### src/rtl/watch_mode_ctrl.sv
// Watch mode controller: debounces the mode key and the three function keys, steps the
// one-hot display mode on each mode-key press and locks out function keys across a change.
module watch_mode_ctrl #(
  parameter int unsigned DEBOUNCE_CYCLES = 1_000_000
) (
  input  logic       CLOCK_50,
  input  logic       reset_n,
  input  logic       KEY3,
  input  logic       KEY0_raw,
  input  logic       KEY1_raw,
  input  logic       KEY2_raw,
  output logic [2:0] mux_mode,
  output logic       mode_changed,
  output logic       KEY0,
  output logic       KEY1,
  output logic       KEY2
);

  localparam int unsigned   CW      = $clog2(DEBOUNCE_CYCLES);
  localparam logic [CW-1:0] CNT_MAX = CW'(DEBOUNCE_CYCLES - 1);

  typedef enum logic [2:0] {
    MODE_CLK = 3'b001,
    MODE_SW  = 3'b010,
    MODE_ALM = 3'b100
  } mode_e;

  logic [3:0]    raw;
  logic [3:0]    sync1_q, sync2_q;
  logic [3:0]    db_q, db_d;
  logic [CW-1:0] cnt_q [4];
  logic [CW-1:0] cnt_d [4];
  logic          db3_prev_q;
  // Mode kept as raw bits rather than the enum type so a corrupted value can be decoded and recovered.
  logic [2:0]    mode_q, mode_d;
  logic          chg_q, chg_d;
  logic          lock_q, lock_d;
  logic [2:0]    key_q, key_d;
  logic          advance;

  assign raw = {KEY3, KEY2_raw, KEY1_raw, KEY0_raw};

  always_comb begin
    for (int unsigned i = 0; i < 4; i++) begin
      db_d[i]  = db_q[i];
      cnt_d[i] = '0;
      if (sync2_q[i] != db_q[i]) begin
        if (cnt_q[i] == CNT_MAX) db_d[i] = sync2_q[i];
        else                     cnt_d[i] = cnt_q[i] + 1'b1;
      end
    end
  end

  always_comb begin
    mode_d  = mode_q;
    chg_d   = 1'b0;
    advance = db3_prev_q & ~db_q[3];
    case (mode_q)
      MODE_CLK: if (advance) begin mode_d = MODE_SW;  chg_d = 1'b1; end
      MODE_SW:  if (advance) begin mode_d = MODE_ALM; chg_d = 1'b1; end
      MODE_ALM: if (advance) begin mode_d = MODE_CLK; chg_d = 1'b1; end
      default:  mode_d = MODE_CLK;
    endcase

    lock_d = lock_q;
    if (chg_d)             lock_d = 1'b1;
    else if (&db_q[2:0])   lock_d = 1'b0;
    // Gating on the next lockout value suppresses keys on the very edge the mode changes.
    key_d = lock_d ? '1 : db_q[2:0];
  end

  always_ff @(posedge CLOCK_50 or negedge reset_n) begin
    if (!reset_n) begin
      sync1_q    <= '1;
      sync2_q    <= '1;
      db_q       <= '1;
      for (int unsigned i = 0; i < 4; i++) cnt_q[i] <= '0;
      db3_prev_q <= 1'b1;
      mode_q     <= MODE_CLK;
      chg_q      <= 1'b0;
      lock_q     <= 1'b0;
      key_q      <= '1;
    end else begin
      sync1_q    <= raw;
      sync2_q    <= sync1_q;
      db_q       <= db_d;
      for (int unsigned i = 0; i < 4; i++) cnt_q[i] <= cnt_d[i];
      db3_prev_q <= db_q[3];
      mode_q     <= mode_d;
      chg_q      <= chg_d;
      lock_q     <= lock_d;
      key_q      <= key_d;
    end
  end

  assign mux_mode     = mode_q;
  assign mode_changed = chg_q;
  assign KEY0         = key_q[0];
  assign KEY1         = key_q[1];
  assign KEY2         = key_q[2];

endmodule

### config.mk
export PLATFORM = sky130hd
export DESIGN_NAME = watch_mode_ctrl
export DESIGN_NICKNAME = d
export VERILOG_FILES = /design/src/rtl/watch_mode_ctrl.sv
export SDC_FILE = /design/constraint.sdc
export NUM_CORES = 1
export LEC_CHECK = 0
export BUFFER_PORTS_ARGS = -buffer_cell sky130_fd_sc_hd__buf_2
export CAP_MARGIN = 5
export CORE_MARGIN = 5
export CORE_UTILIZATION = 41
export CTS_BUF_LIST = sky130_fd_sc_hd__clkbuf_8
export DETAILED_ROUTE_END_ITERATION = 7
export MAX_ROUTING_LAYER = met4
export PLACE_DENSITY = 0.53
export SKIP_LAST_GASP = 1
export SYNTH_ARGS = -nofsm -noshare
export SYNTH_HDL_FRONTEND = slang
export SYNTH_SLANG_ARGS = --single-unit
### constraint.sdc
create_clock -name CLOCK_50 -period 6.2 [get_ports CLOCK_50]
set_clock_uncertainty 0.05 [all_clocks]
set_input_delay 1.24 -clock CLOCK_50 [delete_from_list [all_inputs] [get_ports CLOCK_50]]
set_output_delay 1.24 -clock CLOCK_50 [all_outputs]
set_load 0.01 [all_outputs]
==> flow_metrics.py, run 1 <==
metrics = {
    "clock_network": {
        "clock_latency_ns": 0.38,
        "numCtsBuffers": 9,
        "clockBufferDepth": 2,
        "ctsHoldBuffers": 0,
        "root_buffer": "clkbuf_8",
        "path_clk_slew_ns": 0.10,
        "cts_tree": "yes",
        "htree_levels": 3,
        "clock_sinks": 101,
        "post_cts_buffers": 0,
        "cts_resized": 0,
    },
    "timing": {
        "fmax_mhz": 399.7,
        "slew_violations": 0,
        "slew_headroom_pct": 50.88,
        "finalCriticalPeriod_ns": 2.502,
        "fin_ws_ns": 3.698,
        "grt_setup_unrepaired": "no",
        "fin_crit_sh_pct": 40.35,
        "finalSetupTns_ns": 0,
        "hold_viol_final": 0,
        "worst_pin_slew_ns": 0.7367,
        "setup_viol": 0,
    },
    "synthesis": {
        "yosysWarningCount": 0,
        "syn_nets": 481,
        "ys_ff_latch": 101,
        "synth_cell_types": 40,
        "ys_seq_area_share_pct": 53.61,
        "yosysMostFrequentCell": "dfrtp_1",
        "syn-cell-area_um2": 4755,
        "synth.area.top_cells": "dfrtp_1, dfstp_2, xnor2_1",
        "synth_top_area_share_pct": 44.21,
        "yosys.area.top_type": "dfrtp_1",
        "synth_top_flop_cell": "dfrtp_1",
        "async_flop_share_pct": 100.0,
        "synth_edf_count": 0,
        "synth_common_cells": "dfrtp_1, nor2_1, nand3_1",
        "avgSynthCellArea_um2": 10.09,
        "synthesis.instances": 471,
    },
    "placed_design": {
        "placement.io_buffers": 12,
        "place_congestion": 0.7861,
        "place_inst": 617,
        "hpwl_mm": 6.055,
        "dp_slack_ns": 3.664,
    },
    "hold_path": {
        "min_from": "sync1_q[2]",
        "hold_path_class": "reg -> reg",
        "hold_path_end": "sync2_q[2]",
        "hold_depth": 0,
    },
    "die": {
        "io_pins": 13,
        "core_region_area_um2": 11370,
        "die-area_um2": 13850,
        "row_count": 39,
        "die_x_um": 117.7,
        "die_h_um": 117.7,
        "initial_core_util_pct": 41.82,
    },
    "worst_setup_path": {
        "arrival_ns": 2.71,
        "r2r-start": "cnt_q[6]",
        "startpoint_type": "flip-flop",
        "r2r_slack_ns": 3.70,
        "cp_slowest_cell": "or4_1",
        "worst_setup_path_end_kind": "flip-flop",
        "worst_ep_required_time_ns": 6.41,
        "slowest_delay_ns": 0.55,
        "path_max_fanout": 14,
        "crit_type": "reg -> reg",
        "worst-r2r-cell-count": 5,
        "reg2reg_to": "cnt_q[17]",
        "cp_cell_sequence": "or4b_1 -> or4_1 -> o21ai_1 -> buf_4 -> a21oi_1",
    },
    "detailed_routing": {
        "wl_mm": 9.037,
        "ant_nets": 0,
        "drtIter0Drc": 196,
        "drc": 0,
        "via_per_inst": 5.330,
        "wl_per_cell_um": 14.28,
        "vias": 3374,
        "drt-pass1-iter-count": 6,
    },
    "global_route": {
        "overflow": 0,
        "grt_pass1_vias": 3415,
        "grt_use_total_pct": 14.38,
        "grt_max_degree": 55,
        "grt_first_pass_wirelength_mm": 16.14,
        "antenna_found_initial": 0,
    },
    "final_layout": {
        "stdcell_count": 633,
        "num_antenna_cells": 0,
        "drive_gt1_share_pct": 13.27,
        "fin_nets": 495,
        "syn2layout_area_growth_pct": 8.474,
        "fill_cells": 1092,
        "multi_input_area_um2": 2092,
        "regArea_um2": 2549,
    },
    "run": {
        "max_cap_violations": 0,
    },
    "status": {
        "status": "complete, no violations",
    },
    "power_and_ir_drop": {
        "powerDensity_nw_per_um2": 221.1,
        "p_leak_nw": 2.055,
        "vdd_drop_max_mv": 0.1546,
    },
}
-- cell families after synthesis --
family	count (synthesis)	share of synthesized area (%)
buf+inv	26	2.500
flops	101	53.61
simple gates	225	24.92
fa+ha+maj	4	1.053
compound gates	56	6.790
xor+xnor	53	9.763
mux	6	1.368
-- layer usage --
metal	global-route usage, %	wire [um]
met1	18.03	4371
met2	22.28	4202
met4	4.301	110
met3	4.709	353
met5	-	0
-- layout make-up --
type | instances | area share, %
Clock buffer | 10 | 2.669
Clock inverter | 6 | 1.213
Inverter | 14 | 1.019
Multi-Input combinational cell | 344 | 40.56
Sequential cell | 101 | 49.42
Tap cell | 143 | 3.469
Timing Repair Buffer | 15 | 1.650
-- sequential cells by signal, summed over array words and instances, names as in the netlist --
name          cells
sync1_q           4
mux_mode          3
db_q              4
lock_q            1
mode_changed      1
key_q             3
db3_prev_q        1
sync2_q           4
cnt_q            80
-- cells in the final DEF, fill, tap and decap left out, drive strengths merged, types with 3 or more instances in the layout --
cell type  instances
dfrtp             84
inv               16
or4               17
buf               15
ha                 4
xnor2             29
and2               3
mux2               4
clkbuf            10
nand2b             3
o31ai              8
nor3b              3
xor2              24
or2                4
nand3             36
nand2             27
a21oi             26
nor3              10
and3              11
nand4             12
o21ai             21
or3               14
and4               3
nor4               9
nor2              67
dfstp             17
-- worst max-delay path, delay by kind of cell (launching register included) --
kind | cells | cell delay [ns]
AOI/OAI and AO/OA | 2 | 0.52
DFF | 1 | 0.44
buffers and inverters | 1 | 0.31
and+or+nand+nor | 2 | 1.07
-- worst max-delay path by stage --
stage	startpoint	end
final	cnt_q[6]	cnt_q[17]
after global routing	cnt_q[20]	cnt_q[30]
after floorplan	cnt_q[20]	cnt_q[29]
after detailed placement	reset_n	cnt_q[11]
after global placement	reset_n	cnt_q[8]
after CTS	cnt_q[6]	cnt_q[5]
-- report_power, final --
| group | switching (mW) | internal [mW] |
|---|---|---|
| clock | 0.228 | 0.197 |
| combinational | 0.0277 | 0.00989 |
| sequential | 0.00810 | 0.670 |
| total | 0.264 | 0.876 |
-- metrics by stage --
step	power, mW	util, %	cell area [um2]	hold WS [ns]
CTS	1.165	45.36	5157	0.3123
finish	1.140	45.36	5157	0.3094
global placement	0.7286	43.60	4957	0.2976
detailed placement	0.7295	43.60	4957	0.2975
global route	1.194	45.36	5157	0.3159
floorplan	0.7080	-	4755	0.2952
(Power assumes the default switching activity.)
==> inputs of run 2 (changes only) <==
--- a/config.mk
+++ b/config.mk
@@ -5,6 +5,7 @@
 export SDC_FILE = /design/constraint.sdc
 export NUM_CORES = 1
 export LEC_CHECK = 0
+export ABC_AREA = 1
 export BUFFER_PORTS_ARGS = -buffer_cell sky130_fd_sc_hd__buf_2
 export CAP_MARGIN = 5
 export CORE_MARGIN = 5
@@ -12,7 +13,7 @@
 export CTS_BUF_LIST = sky130_fd_sc_hd__clkbuf_8
 export DETAILED_ROUTE_END_ITERATION = 7
 export MAX_ROUTING_LAYER = met4
-export PLACE_DENSITY = 0.53
+export PLACE_DENSITY = 0.55
 export SKIP_LAST_GASP = 1
 export SYNTH_ARGS = -nofsm -noshare
 export SYNTH_HDL_FRONTEND = slang
==> constraint.sdc (replaced) <==
create_clock -name CLOCK_50 -period 2.2 [get_ports CLOCK_50]
set_clock_uncertainty 0.05 [all_clocks]
set_input_delay 0.44 -clock CLOCK_50 [delete_from_list [all_inputs] [get_ports CLOCK_50]]
set_output_delay 0.44 -clock CLOCK_50 [all_outputs]
set_load 0.01 [all_outputs]
==> run 2 against run 1 <==
  * Synthesized area rose by 14%
  * Critical path depth fell by 4
  * Sequential power rose to 2.8 times the previous value
  * Critical endpoint is now mux_mode[0]
  * Largest cell class is now multi-input combinational cells
==> flow_metrics.py, run 2 <==
metrics = {
    "status": {
        "status": "complete, no violations",
    },
    "detailed_routing": {
        "wl_mm": 10.91,
        "drc": 0,
        "via_per_inst": 4.782,
        "wl_per_cell_um": 12.38,
        "met1_length_mm": 5.383,
        "dr_wl_met2_mm": 5.064,
        "vias": 4213,
        "drtIter0Drc": 282,
        "top_layer_used": "met4",
        "drt-pass1-iter-count": 4,
        "dr_wl_met3_um": 335,
        "ant_nets": 0,
    },
    "synthesis": {
        "yosysMostFrequentCell": "nor2_1",
        "syn_nets": 686,
        "synth_common_cells": "nor2_1, nand2_1, dfrtp_1",
        "ys_ff_latch": 101,
        "yosysWarningCount": 0,
        "synth_top_flop_cell": "dfrtp_1",
        "synthesis.instances": 676,
        "synth_cell_types": 35,
        "synth_top_area_share_pct": 38.72,
        "syn-cell-area_um2": 5429,
        "yosys.area.top_type": "dfrtp_1",
        "synth_edf_count": 0,
        "synth.area.top_cells": "dfrtp_1, nor2_1, nand2_1",
        "async_flop_share_pct": 100.0,
        "avgSynthCellArea_um2": 8.031,
        "ys_seq_area_share_pct": 46.95,
    },
    "worst_setup_path": {
        "worst_ep_required_time_ns": 1.71,
        "cp_cell_sequence": "buf_2",
        "worst_setup_path_end_kind": "output pin",
        "path_buf_inv": 1,
        "r2r_slack_ns": 0.65,
        "path_max_fanout": 3,
        "cp_slowest_cell": "dfstp_2",
        "worst-r2r-cell-count": 6,
        "cpLargestDelayFamily": "flip-flops",
        "reg2reg_to": "cnt_q[49]",
        "startpoint_type": "flip-flop",
        "crit_type": "reg -> out",
        "arrival_ns": 1.07,
        "r2r-start": "cnt_q[40]",
        "slowest_delay_ns": 0.56,
    },
    "hold_path": {
        "min_from": "KEY3",
        "hold_path_class": "in -> reg",
        "hold_depth": 1,
        "hold_path_end": "sync1_q[3]",
    },
    "clock_network": {
        "cts_tree": "yes",
        "clock_sinks": 101,
        "post_cts_buffers": 0,
        "numCtsBuffers": 9,
        "clock_latency_ns": 0.37,
        "root_buffer": "clkbuf_8",
        "htree_levels": 3,
        "clockBufferDepth": 2,
        "path_clk_slew_ns": 0.10,
    },
    "placed_design": {
        "hpwl_mm": 8.061,
        "dp_slack_ns": 0.5989,
        "place_area_um2": 5729,
        "place_congestion": 0.9033,
        "placement.io_buffers": 12,
        "place_inst": 864,
    },
    "final_layout": {
        "drive_gt1_share_pct": 14.04,
        "num_antenna_cells": 0,
        "syn2layout_area_growth_pct": 9.426,
        "final_common_cell": "nor2_1",
        "stdcell_count": 881,
        "final_cell_mix": "nor2_1, nand2_1, dfrtp_1",
        "stdcell_area_um2": 5941,
        "largest_reg_flops": 80,
        "fin_nets": 710,
        "largest-register": "cnt_q",
    },
    "die": {
        "die-area_um2": 15640,
        "die_h_um": 125.1,
        "die_x_um": 125.1,
        "core_region_area_um2": 13140,
        "io_pins": 13,
        "initial_core_util_pct": 41.32,
        "row_count": 42,
    },
    "power_and_ir_drop": {
        "powerDensity_nw_per_um2": 546.4,
        "vdd_drop_max_mv": 0.4020,
        "p_leak_nw": 2.489,
        "power_mw": 3.246,
    },
    "global_route": {
        "grt_first_pass_wirelength_mm": 19.26,
        "grt_use_total_pct": 15.30,
        "overflow": 0,
        "grt_pass1_vias": 4093,
        "grt_max_degree": 65,
        "antenna_found_initial": 0,
    },
    "timing": {
        "worst_pin_slew_ns": 0.6107,
        "finalSetupTns_ns": 0,
        "slew_headroom_pct": 59.09,
        "fin_ws_ns": 0.6439,
        "slew_violations": 0,
        "fin_crit_sh_pct": 70.73,
        "hold_viol_final": 0,
        "grt_setup_unrepaired": "no",
        "setup_viol": 0,
        "finalCriticalPeriod_ns": 1.556,
        "fmax_mhz": 642.6,
    },
    "run": {
        "max_cap_violations": 0,
    },
}
run 2: layout make-up:
| class | count | area, um2 |
|---|---|---|
| inverters | 62 | 232.7 |
| clock buffers | 10 | 137.6 |
| fillers | 1330 | 7197 |
| repair buffers | 15 | 100.1 |
| flip-flops and latches | 101 | 2549 |
| multi-input cells | 511 | 2638 |
| well taps | 176 | 220.2 |
| clock inverters | 6 | 63.81 |
run 2: worst max-delay path by stage:
stage                      startpoint          end  slack, ns  depth (start not counted)
after floorplan             cnt_q[20]    cnt_q[29]       0.87                          6
after global placement      cnt_q[40]    cnt_q[49]       0.63                          6
after detailed placement    cnt_q[40]    cnt_q[49]       0.60                          6
after CTS                   cnt_q[40]    cnt_q[49]       0.59                          6
after global routing        cnt_q[40]    cnt_q[49]       0.39                          6
final                     mux_mode[0]  mux_mode[0]       0.64                          1
run 2: per-stage QoR:
stage	utilization, %	hold slack [ns]
3_5_place_dp	43.61	0.2135
5_1_grt	45.22	0.06226
6_report	45.22	0.1014
4_1_cts	45.22	0.07122
2_1_floorplan	-	0.09441
3_3_place_gp	43.61	0.2142
run 2: metal layers:
metal / global-route usage, % / up-vias
li1: - / 2187
met4: 3.890 / 0
met1: 20.15 / 1969
met5: - / -
met3: 3.753 / 8
met2: 23.92 / 49
run 2: logic make-up after synthesis:
| kind of cell | synth area share, % |
|---|---|
| buffers and inverters | 4.471 |
| AO/OA/AOI/OAI | 3.250 |
| AND/OR/NAND/NOR | 36.83 |
| flip-flops | 46.95 |
| multiplexers | 0.3918 |
| adder cells (fa/ha/maj) | 0.9219 |
| XOR/XNOR | 7.191 |
run 2: timing repair:
action / CTS / global route
endpoints found under the hold margin: 5 / 0
gates resized for setup: 0 / 0
hold buffers: 1 / 0
run 2: where the power goes:
group          switching [mW]  internal, mW  total [mW]
combinational          0.0871        0.0370       0.124
sequential             0.0203          1.89        1.91
clock                   0.657         0.558        1.21
total                   0.764          2.48        3.25
